<file path="config.mk">
export PLATFORM = sky130hd
export DESIGN_NAME = lane_sync_rx
export DESIGN_NICKNAME = d
export VERILOG_FILES = /design/src/rtl/lane_sync_rx.sv
export SDC_FILE = /design/constraint.sdc
export NUM_CORES = 1
export LEC_CHECK = 0
export CAP_MARGIN = 20
export CORE_AREA = 2 2 149 151
export DETAILED_ROUTE_END_ITERATION = 7
export DIE_AREA = 0 0 151 153
export PLACE_DENSITY = 0.66
export RECOVER_POWER = 50
export SLEW_MARGIN = 20
export SYNTH_ARGS = -nofsm -noshare
export SYNTH_HDL_FRONTEND = slang
export SYNTH_SLANG_ARGS = --single-unit
export TNS_END_PERCENT = 10
</file>
<file path="constraint.sdc">
create_clock -name clk -period 4.3 [get_ports clk]
set_clock_uncertainty 0.2 [all_clocks]
set_input_delay 1.29 -clock clk [delete_from_list [all_inputs] [get_ports clk]]
set_output_delay 1.29 -clock clk [all_outputs]
set_load 0.05 [all_outputs]
</file>
<file path="src/rtl/lane_sync_rx.sv">
// lane_sync_rx
//   Per-lane receive sync stage that sits directly after the byte/word aligner.
//   It runs the CGS -> WAIT_ILAS -> ILAS -> DATA link state machine and drives
//   sync_n back upstream; the aligner realigns while sync_n is low. It also
//   captures the ILAS configuration octets, restores /F/ and /A/ replacement
//   characters in user data, and counts link errors.
//   Byte order: byte0 = din[7:0] (earlier in time), byte1 = din[15:8];
//   dk[i] marks byte i as a control character.
//
// Ports
//   clk         in   1    clock
//   rst         in   1    synchronous reset, active-high
//   din         in   16   aligned lane word
//   dk          in   2    K-flags for the din bytes
//   sync_n      out  1    link sync request, low = request CGS
//   dout        out  16   user data with replacement characters restored
//   dout_valid  out  1    dout carries user data (DATA state only)
//   cfg_data    out  112  ILAS config octets 0..13, octet n at [8n+7:8n]
//   cfg_valid   out  1    cfg_data captured and checked
//   link_state  out  2    0=CGS 1=WAIT_ILAS 2=ILAS 3=DATA
//   err_pulse   out  1    one-cycle pulse per cycle with a detected error
//   err_cnt     out  8    errors since rst, saturating at 255
module lane_sync_rx #(
    parameter int MF_WORDS     = 16,
    parameter int ILAS_MF      = 4,
    parameter int CGS_WORDS    = 4,
    parameter int SYNC_MIN     = 8,
    parameter int RESYNC_WORDS = 4,
    parameter int ERR_LIMIT    = 8
) (
    input  logic         clk,
    input  logic         rst,
    input  logic [15:0]  din,
    input  logic [1:0]   dk,
    output logic         sync_n,
    output logic [15:0]  dout,
    output logic         dout_valid,
    output logic [111:0] cfg_data,
    output logic         cfg_valid,
    output logic [1:0]   link_state,
    output logic         err_pulse,
    output logic [7:0]   err_cnt
);

    localparam int WCW = $clog2(MF_WORDS);
    localparam int MFW = $clog2(ILAS_MF);
    localparam int KCW = $clog2(CGS_WORDS + 1);
    localparam int TMW = $clog2(SYNC_MIN + 1);
    localparam int KRW = $clog2(RESYNC_WORDS + 1);
    localparam int DEW = $clog2(ERR_LIMIT + 1);

    localparam logic [WCW-1:0] W_LAST  = WCW'(MF_WORDS - 1);
    localparam logic [MFW-1:0] MF_ONE  = MFW'(1);
    localparam logic [MFW-1:0] MF_LAST = MFW'(ILAS_MF - 1);
    localparam logic [KCW-1:0] KC_DONE = KCW'(CGS_WORDS);
    localparam logic [TMW-1:0] TM_DONE = TMW'(SYNC_MIN);
    localparam logic [KRW-1:0] KR_DONE = KRW'(RESYNC_WORDS);
    localparam logic [DEW-1:0] DE_DONE = DEW'(ERR_LIMIT);

    typedef enum logic [1:0] {
        ST_CGS       = 2'd0,
        ST_WAIT_ILAS = 2'd1,
        ST_ILAS      = 2'd2,
        ST_DATA      = 2'd3
    } state_t;

    state_t         state_r;
    logic           sync_n_r;
    logic [15:0]    dout_r;
    logic           dout_valid_r;
    logic [111:0]   cfg_data_r;
    logic           cfg_valid_r;
    logic           err_pulse_r;
    logic [7:0]     err_cnt_r;
    logic [KCW-1:0] kcnt_r;
    logic [TMW-1:0] tmr_r;
    logic [WCW-1:0] wcnt_r;
    logic [MFW-1:0] mf_r;
    logic [KRW-1:0] kres_r;
    logic [DEW-1:0] derr_r;
    // Previous output word (or last ILAS word as received) used to restore /F/ and /A/
    logic [15:0]    ref_r;

    logic           kword_s;
    logic           rword_s;
    logic           w_first_s;
    logic           w_last_s;
    logic           ok0_s;
    logic           ok1_s;
    logic           ilas_ok_s;
    logic [7:0]     k1_val_s;
    logic [15:0]    data_word_s;
    logic           data_err_s;
    logic [KCW-1:0] kcnt_nxt_s;
    logic [TMW-1:0] tmr_nxt_s;
    logic [WCW-1:0] wcnt_nxt_s;
    logic [KRW-1:0] kres_nxt_s;
    logic [DEW-1:0] derr_nxt_s;
    logic           err_now_s;
    logic           go_cgs_s;

    assign sync_n     = sync_n_r;
    assign dout       = dout_r;
    assign dout_valid = dout_valid_r;
    assign cfg_data   = cfg_data_r;
    assign cfg_valid  = cfg_valid_r;
    assign link_state = state_r;
    assign err_pulse  = err_pulse_r;
    assign err_cnt    = err_cnt_r;

    // Word classification, ILAS legality, DATA replacement and next-count values
    always_comb begin
        kword_s   = (din == 16'hBCBC) && (dk == 2'b11);
        rword_s   = dk[0] && (din[7:0] == 8'h1C);
        w_first_s = (wcnt_r == '0);
        w_last_s  = (wcnt_r == W_LAST);

        // ILAS: /R/ at word 0, /Q/ after it in multiframe 1, /A/ at the last word; no other K bytes
        k1_val_s = w_last_s ? 8'h7C : 8'h9C;
        if (w_first_s) begin
            ok0_s = dk[0] && (din[7:0] == 8'h1C);
        end else begin
            ok0_s = !dk[0];
        end
        if (w_last_s || (w_first_s && (mf_r == MF_ONE))) begin
            ok1_s = dk[1] && (din[15:8] == k1_val_s);
        end else begin
            ok1_s = !dk[1];
        end
        ilas_ok_s = ok0_s && ok1_s;

        // DATA: restore /F/ and /A/ from the previous word, flag illegal control bytes
        data_word_s = din;
        data_err_s  = 1'b0;
        for (int b = 0; b < 2; b++) begin
            if (dk[b]) begin
                case (din[8*b +: 8])
                    8'hFC: data_word_s[8*b +: 8] = ref_r[8*b +: 8];
                    8'h7C: begin
                        data_word_s[8*b +: 8] = ref_r[8*b +: 8];
                        if ((b == 1) && w_last_s) begin
                            data_err_s = data_err_s;
                        end else begin
                            data_err_s = 1'b1;
                        end
                    end
                    8'hBC: data_word_s[8*b +: 8] = din[8*b +: 8];
                    default: data_err_s = 1'b1;
                endcase
            end else begin
                data_word_s[8*b +: 8] = din[8*b +: 8];
            end
        end

        if (!kword_s) begin
            kcnt_nxt_s = '0;
        end else if (kcnt_r == KC_DONE) begin
            kcnt_nxt_s = kcnt_r;
        end else begin
            kcnt_nxt_s = kcnt_r + KCW'(1);
        end

        if (tmr_r == TM_DONE) begin
            tmr_nxt_s = tmr_r;
        end else begin
            tmr_nxt_s = tmr_r + TMW'(1);
        end

        if (w_last_s) begin
            wcnt_nxt_s = '0;
        end else begin
            wcnt_nxt_s = wcnt_r + WCW'(1);
        end

        if (!kword_s) begin
            kres_nxt_s = '0;
        end else if (kres_r == KR_DONE) begin
            kres_nxt_s = kres_r;
        end else begin
            kres_nxt_s = kres_r + KRW'(1);
        end

        if (data_err_s && (derr_r != DE_DONE)) begin
            derr_nxt_s = derr_r + DEW'(1);
        end else begin
            derr_nxt_s = derr_r;
        end

        // Per-state error and return-to-CGS decision
        err_now_s = 1'b0;
        go_cgs_s  = 1'b0;
        case (state_r)
            ST_CGS: begin
                err_now_s = 1'b0;
                go_cgs_s  = 1'b0;
            end
            ST_WAIT_ILAS: begin
                if (kword_s || rword_s) begin
                    err_now_s = 1'b0;
                end else begin
                    err_now_s = 1'b1;
                    go_cgs_s  = 1'b1;
                end
            end
            ST_ILAS: begin
                if (ilas_ok_s) begin
                    err_now_s = 1'b0;
                end else begin
                    err_now_s = 1'b1;
                    go_cgs_s  = 1'b1;
                end
            end
            ST_DATA: begin
                err_now_s = data_err_s;
                go_cgs_s  = (kres_nxt_s == KR_DONE) || (derr_nxt_s == DE_DONE);
            end
            default: begin
                err_now_s = 1'b0;
                go_cgs_s  = 1'b1;
            end
        endcase
    end

    // Link FSM, counters, config capture and all registered outputs
    always_ff @(posedge clk) begin
        if (rst) begin
            state_r      <= ST_CGS;
            sync_n_r     <= 1'b0;
            dout_r       <= 16'h0000;
            dout_valid_r <= 1'b0;
            cfg_data_r   <= '0;
            cfg_valid_r  <= 1'b0;
            err_pulse_r  <= 1'b0;
            err_cnt_r    <= 8'h00;
            kcnt_r       <= '0;
            tmr_r        <= '0;
            wcnt_r       <= '0;
            mf_r         <= '0;
            kres_r       <= '0;
            derr_r       <= '0;
            ref_r        <= 16'h0000;
        end else begin
            err_pulse_r <= err_now_s;
            if (err_now_s && (err_cnt_r != 8'hFF)) begin
                err_cnt_r <= err_cnt_r + 8'd1;
            end

            case (state_r)
                ST_CGS: begin
                    kcnt_r <= kcnt_nxt_s;
                    tmr_r  <= tmr_nxt_s;
                    if ((kcnt_nxt_s == KC_DONE) && (tmr_nxt_s == TM_DONE)) begin
                        state_r  <= ST_WAIT_ILAS;
                        sync_n_r <= 1'b1;
                    end
                end
                ST_WAIT_ILAS: begin
                    // The /R/ word is word 0 of multiframe 0
                    if (rword_s && !kword_s) begin
                        state_r <= ST_ILAS;
                        wcnt_r  <= WCW'(1);
                        mf_r    <= '0;
                        ref_r   <= din;
                    end
                end
                ST_ILAS: begin
                    wcnt_r <= wcnt_nxt_s;
                    ref_r  <= din;
                    if (w_last_s) begin
                        mf_r <= mf_r + MFW'(1);
                    end
                    if (mf_r == MF_ONE) begin
                        for (int i = 0; i < 7; i++) begin
                            if (wcnt_r == WCW'(i + 1)) begin
                                cfg_data_r[16*i +: 16] <= din;
                            end
                        end
                    end
                    if (w_last_s && (mf_r == MF_LAST)) begin
                        state_r     <= ST_DATA;
                        cfg_valid_r <= 1'b1;
                        kres_r      <= '0;
                        derr_r      <= '0;
                    end
                end
                ST_DATA: begin
                    wcnt_r       <= wcnt_nxt_s;
                    kres_r       <= kres_nxt_s;
                    derr_r       <= derr_nxt_s;
                    dout_r       <= data_word_s;
                    dout_valid_r <= 1'b1;
                    ref_r        <= data_word_s;
                end
                default: begin
                    state_r <= ST_CGS;
                end
            endcase

            // Any return to CGS overrides the per-state updates above
            if (go_cgs_s) begin
                state_r      <= ST_CGS;
                sync_n_r     <= 1'b0;
                kcnt_r       <= '0;
                tmr_r        <= '0;
                cfg_valid_r  <= 1'b0;
                dout_valid_r <= 1'b0;
            end
        end
    end

endmodule

</file>
; ---- Word-level counts from Yosys, hierarchy flattened
; Cells that the tools add are included.
[word_totals]
reg_bits = 178
input_bits = 20
output_inout_bits = 142
wordCells = 145
[classes]
addsub = 7
n_eq_ne = 36
n_mux = 38
n_reduce_logical = 43
[ops]
columns = cell, n
row1 = 16-bit one-hot mux with 3 select lines, 1
row2 = 8-bit two-way mux, 5
row3 = "8-bit equality test, second input constant", 4
row4 = 3-bit AND reduction, 8
row5 = 4-bit two-way mux, 5
row6 = "16-bit equality test, second input constant", 1
row7 = "4-bit by 3-bit equality test with 1-bit output, second input constant", 4
row8 = "4-bit equality test, second input constant", 4
row9 = "8-bit by 7-bit equality test with 1-bit output, second input constant", 2
row10 = 16-bit two-way mux, 1
row11 = 4-bit one-hot mux with 2 select lines, 2
row12 = 3-bit two-way mux, 5
row13 = "4-bit by 1-bit adder with 4-bit output, second input constant", 3
row14 = "3-bit equality test, second input constant", 4
row15 = 2-bit OR reduction, 6
row16 = 1-bit logical AND, 10
row17 = 2-bit two-way mux, 5
row18 = 2-bit AND reduction, 5
row19 = "8-bit by 1-bit adder with 8-bit output, second input constant", 1
row20 = "2-bit equality test, second input constant", 4
row21 = "4-bit by 2-bit equality test with 1-bit output, second input constant", 2
row22 = "8-bit by 5-bit equality test with 1-bit output, second input constant", 1
row23 = 8-bit equality test, 1
row24 = 1-bit two-way mux, 8
row25 = 19 further kinds, 32

; ---- Logic depth before layout (Yosys ltp)
[depth]
depth_word = 13
mapped_depth = 10
ltp_nobuf = 9

; ---- Worst setup path before layout
; Ideal clock, no wire load.
[synth_timing]
path_kind = in2reg
startpoint = input port din[8]
endpoint = register err_cnt_r[5], in the netlist err_cnt[5]
setup_time_ns = 0.121
t_arrival_ns = 3.299
required_ns = 3.979
setup_slack_ns = 0.680
cell_stages = 7
n_path_buf = 0
path_cell_list = or4bb_1 or2_1 or3_4 a211oi_2 a21oi_2 nand4_1 mux2_2
[synth_via]
elab_chain_len = 7
elab_cells_between_ends = 17
classes_between = eq/ne (5) / mux (6) / reduce/logical (6)
[synth_rtl]
columns = item, line_no
row1 = start: declaration, 33  ; input logic [15:0] din,
row2 = branches (longest 5 deep; another with 8-bit equality test), --
row3 = 1-bit one-hot mux with 4 select lines (*), 192  ; case (state_r)
row4 = 1-bit logical AND (*), 244  ; if (err_now_s && (err_cnt_r != 8'hFF)) begin
row5 = end signal: assignment, 245  ; err_cnt_r <= err_cnt_r + 8'd1;
row6 = end: declaration, 74  ; logic [7:0] err_cnt_r;
; Mark *: on every way between the ends.
; A chain may end at the register's enable or synchronous reset.

; ---- Worst setup path in the final report
[layout_timing]
startpoint = input port din[10]
endpoint = register err_cnt_r[5], in the netlist err_cnt[5]
; The elaborated chain is that of the path after synthesis.

==> run_results.csv <==
group,metric,value,unit
outcome,status,"completed",
floorplanning,die_y,153,µm
synthesis,yosysUniqueCellTypes,55,
setup_path,cp.arrival,4.01,ns
floorplanning,core.rowCount,54,
clock_tree,clkLatencyLatePin,0.43,ns
drt,drtAntennaViolNets,0,
final_layout,antenna-diode-count,0,
power,p_leak,3.61,nW
setup_path,critical_register_to_register_path_startpoint,"link_state[0]$_SDFFE_PP0P_",
setup_path,cpLargestDelayFamily,"simple AND/OR/NAND/NOR gates",
clock_tree,numCtsBuffers,17,
sta,finalHoldViolations,0,
synthesis,async_flop_share,0,
synthesis,seq_area_frac_synth,0.480,
synthesis,synth_fp_nets,982,
sta,final_max_slew_viol_count,0,
global_routing,grt_first_pass_wirelength,35.7,mm
hold_path,timing.hold.worst.class,"reg2reg",
power,power_per_cell_area,334,mW/mm²
sta,timing.final.crit_period,3.89,ns
drt,drc_errors,0,
clock_tree,cts_repair_resize_count,0,
final_layout,final_nets,1126,
clock_tree,cts_setup_buffers,0,
hold_path,min_delay_worst_endpoint,"cfg_data[107]$_SDFFE_PP0P_",
synthesis,synth-warning-count,0,
setup_path,critPathBufInv,1,
final_layout,layout-drive-gt1-share,0.0736,
final_layout,layout_common_cells,"264 x sky130_fd_sc_hd__nand2_1, 178 x sky130_fd_sc_hd__dfxtp_1, 146 x sky130_fd_sc_hd__a21oi_1",
setup_path,cp_max_fo,4,
drt,dr.pass1.iters,8,
clock_tree,cts_buffer_depth,2,
setup_path,worst_ep_required_time,4.42,ns
sta,whs,0.248,ns
floorplanning,floorplan.die.width,151,µm
clock_tree,cts-hold-fix-buffers,0,
clock_tree,tritoncts,"yes",
final_layout,final_common_cell,"sky130_fd_sc_hd__nand2_1",
placement,gp_congestion,0.817,
power,finalPower,3.32,mW
synthesis,synth_area,0.00742,mm²
floorplanning,area_inside_the_core_boundary,0.0215,mm²
clock_tree,total_clock_sinks,178,
sta,rsz_0062_raised_after_global_routing,"false",
sta,setup_viol_count_final,0,
setup_path,timing.critical_path.to_type,"flop",
synthesis,ys_dominant_reg_cell,"sky130_fd_sc_hd__dfxtp_1",
sta,slew_headroom,0.404,
setup_path,cells_along_the_critical_path,"dlygate4sd3_1 > or4bb_1 > or2_0 > or3_4 > a211oi_2 > a21oi_2 > nand4_1 > mux2_2",
setup_path,critical_path.reg2reg.endpoint,"cfg_data[101]$_SDFFE_PP0P_",
drt,dr.first_iter.drc_count,427,
global_routing,groute.usage.overall,0.201,
global_routing,antenna_found_initial,0,
drt,routed_wire_length_per_instance,16.8,µm
sta,timing.final.ws_setup,0.408,ns
floorplanning,start_util,0.345,
run,drv.max_cap_violation_count,0,
synthesis,postSynthRegisterBits,178,
sta,fin_tns_setup,0,ns
global_routing,grt_start_max_net_pins,142,
synthesis,postSynthAreaPerCell,7.87,µm²
power,power.ir.vdd_worst,0.000256,V
drt,vias_per_cell,4.96,
placement,hpwl,15.6,mm
clock_tree,ctsRootBufferMaster,"sky130_fd_sc_hd__clkbuf_16",
hold_path,hp-start,"cfg_data[107]$_SDFFE_PP0P_",
setup_path,cpMaxStageDelayCell,"sky130_fd_sc_hd__dlygate4sd3_1",
synthesis,post_synth_edffs,0,
placement,placement.io_buffers,161,
sta,final_min_period_over_clock_period,0.905,
final_layout,num-fill-cells,2155,
synthesis,syn-instance-count,943,
sta,timing.fmax,257,MHz
global_routing,global_route.overflow_total,0,
drt,detail_route.wirelength,23.2,mm
final_layout,area_growth_syn_to_layout,34.0,%
hold_path,hold-path-cell-count,2,
setup_path,reg2regPathDepth,7,
setup_path,kind_of_launch_point_of_the_worst_setup_path,"input port",
floorplanning,die_area,0.0231,mm²
setup_path,critical-path-max-stage-delay,0.54,ns
setup_path,timing_worst_setup_path_type,"in2reg",
floorplanning,boundaryPins,162,
placement,pre_cts_slack,0.0435,ns
clock_tree,clk_transition_reported_paths,0.07,ns
clock_tree,cts.htree.levels,4,
sta,worst_slew_pin_slew,0.893,ns
drt,via_count,6846,
setup_path,r2r_slack,1.31,ns
global_routing,grt_pass1_vias,6428,
==> cells by family (layout without fill, tap and decap cells) <==
family	Yosys count	after routing	synth area share
mux	12	12	0.0167
xor+xnor	5	5	0.00590
simple gates	418	418	0.242
compound gates	220	220	0.173
buf+inv	91	248	0.0499
fa+ha+maj	19	19	0.0320
flops	178	178	0.480
==> through the flow <==
stage	area, µm²	util	instances
finish	9940	0.463	1380
global route	9940	0.463	1380
CTS	9940	0.463	1380
detailed placement	9360	0.435	1348
global placement	9360	0.435	1348
floorplan	7420	-	943
==> area by class of cell <==
type | count | area, µm² | share of cell area
repair buffers | 195 | 1880 | 0.189
inverters | 21 | 78.8 | 0.00793
multi-input cells | 674 | 3490 | 0.351
clock buffers | 20 | 467 | 0.0470
flip-flops and latches | 178 | 3560 | 0.359
clock inverters | 12 | 118 | 0.0118
well taps | 280 | 350 | 0.0352
==> Yosys cell counts, types with 4 or more instances <==
cell	number	area, µm²
sky130_fd_sc_hd__a211oi_1	8	60.1
sky130_fd_sc_hd__nand2b_1	15	93.8
sky130_fd_sc_hd__nor3_1	17	85.1
sky130_fd_sc_hd__and3_1	4	25.0
sky130_fd_sc_hd__and2_1	7	43.8
sky130_fd_sc_hd__a21oi_2	4	35.0
sky130_fd_sc_hd__nand3_1	12	60.1
sky130_fd_sc_hd__nand2_1	264	991
sky130_fd_sc_hd__nor2_1	68	255
sky130_fd_sc_hd__dfxtp_1	178	3560
sky130_fd_sc_hd__nor2b_1	4	25.0
sky130_fd_sc_hd__clkbuf_1	63	236
sky130_fd_sc_hd__mux2i_1	9	90.1
sky130_fd_sc_hd__inv_1	21	78.8
sky130_fd_sc_hd__ha_1	19	238
sky130_fd_sc_hd__a31oi_1	6	37.5
sky130_fd_sc_hd__o211ai_1	12	90.1
sky130_fd_sc_hd__a21o_1	5	37.5
sky130_fd_sc_hd__nand4_1	4	25.0
sky130_fd_sc_hd__a22oi_1	10	75.1
sky130_fd_sc_hd__or4bb_1	4	45.0
sky130_fd_sc_hd__a21oi_1	146	731
sky130_fd_sc_hd__nand3b_1	4	30.0
sky130_fd_sc_hd__o21ai_0	11	55.1
==> sequential cells by signal (all words and copies together), names as in the netlist, 3 cells and up <==
register  flops
cfg_data    112
derr_r        4
dout         16
err_cnt       8
kcnt_r        3
kres_r        3
ref_r        16
tmr_r         4
wcnt_r        4
==> metal layers <==
metal | global-route usage | vias up | wire (µm)
met3 | 0.0716 | 27 | 1890
met4 | 0.0596 | 0 | 481
met2 | 0.324 | 197 | 10900
met1 | 0.253 | 3191 | 9920
met5 | 0 | - | 0
li1 | - | 3431 | -
==> tightest hold or removal path: stages (launching register included) <==
cell and delay (ns):
sky130_fd_sc_hd__dfxtp_1 0.31, sky130_fd_sc_hd__nand2_1 0.05, sky130_fd_sc_hd__a21oi_1 0.05
==> how the worst max path moves through the flow <==
stage | startpoint | endpoint | cells after the start
2_1_floorplan | din[8] | err_cnt[5]$_SDFFE_PP0P_ | 7
3_3_place_gp | din[10] | err_cnt[5]$_SDFFE_PP0P_ | 8
3_5_place_dp | din[10] | err_cnt[5]$_SDFFE_PP0P_ | 8
4_1_cts | din[10] | err_cnt[5]$_SDFFE_PP0P_ | 8
5_1_grt | din[10] | tmr_r[2]$_SDFFE_PP0P_ | 8
6_report | din[10] | err_cnt[5]$_SDFFE_PP0P_ | 8
==> power breakdown <==
group          switching [mW]  internal (mW)  leakage, nW
clock network           0.721          0.811        0.286
logic                  0.0908         0.0435         1.89
registers             0.00359           1.65         1.43
(Power assumes the default switching activity.)
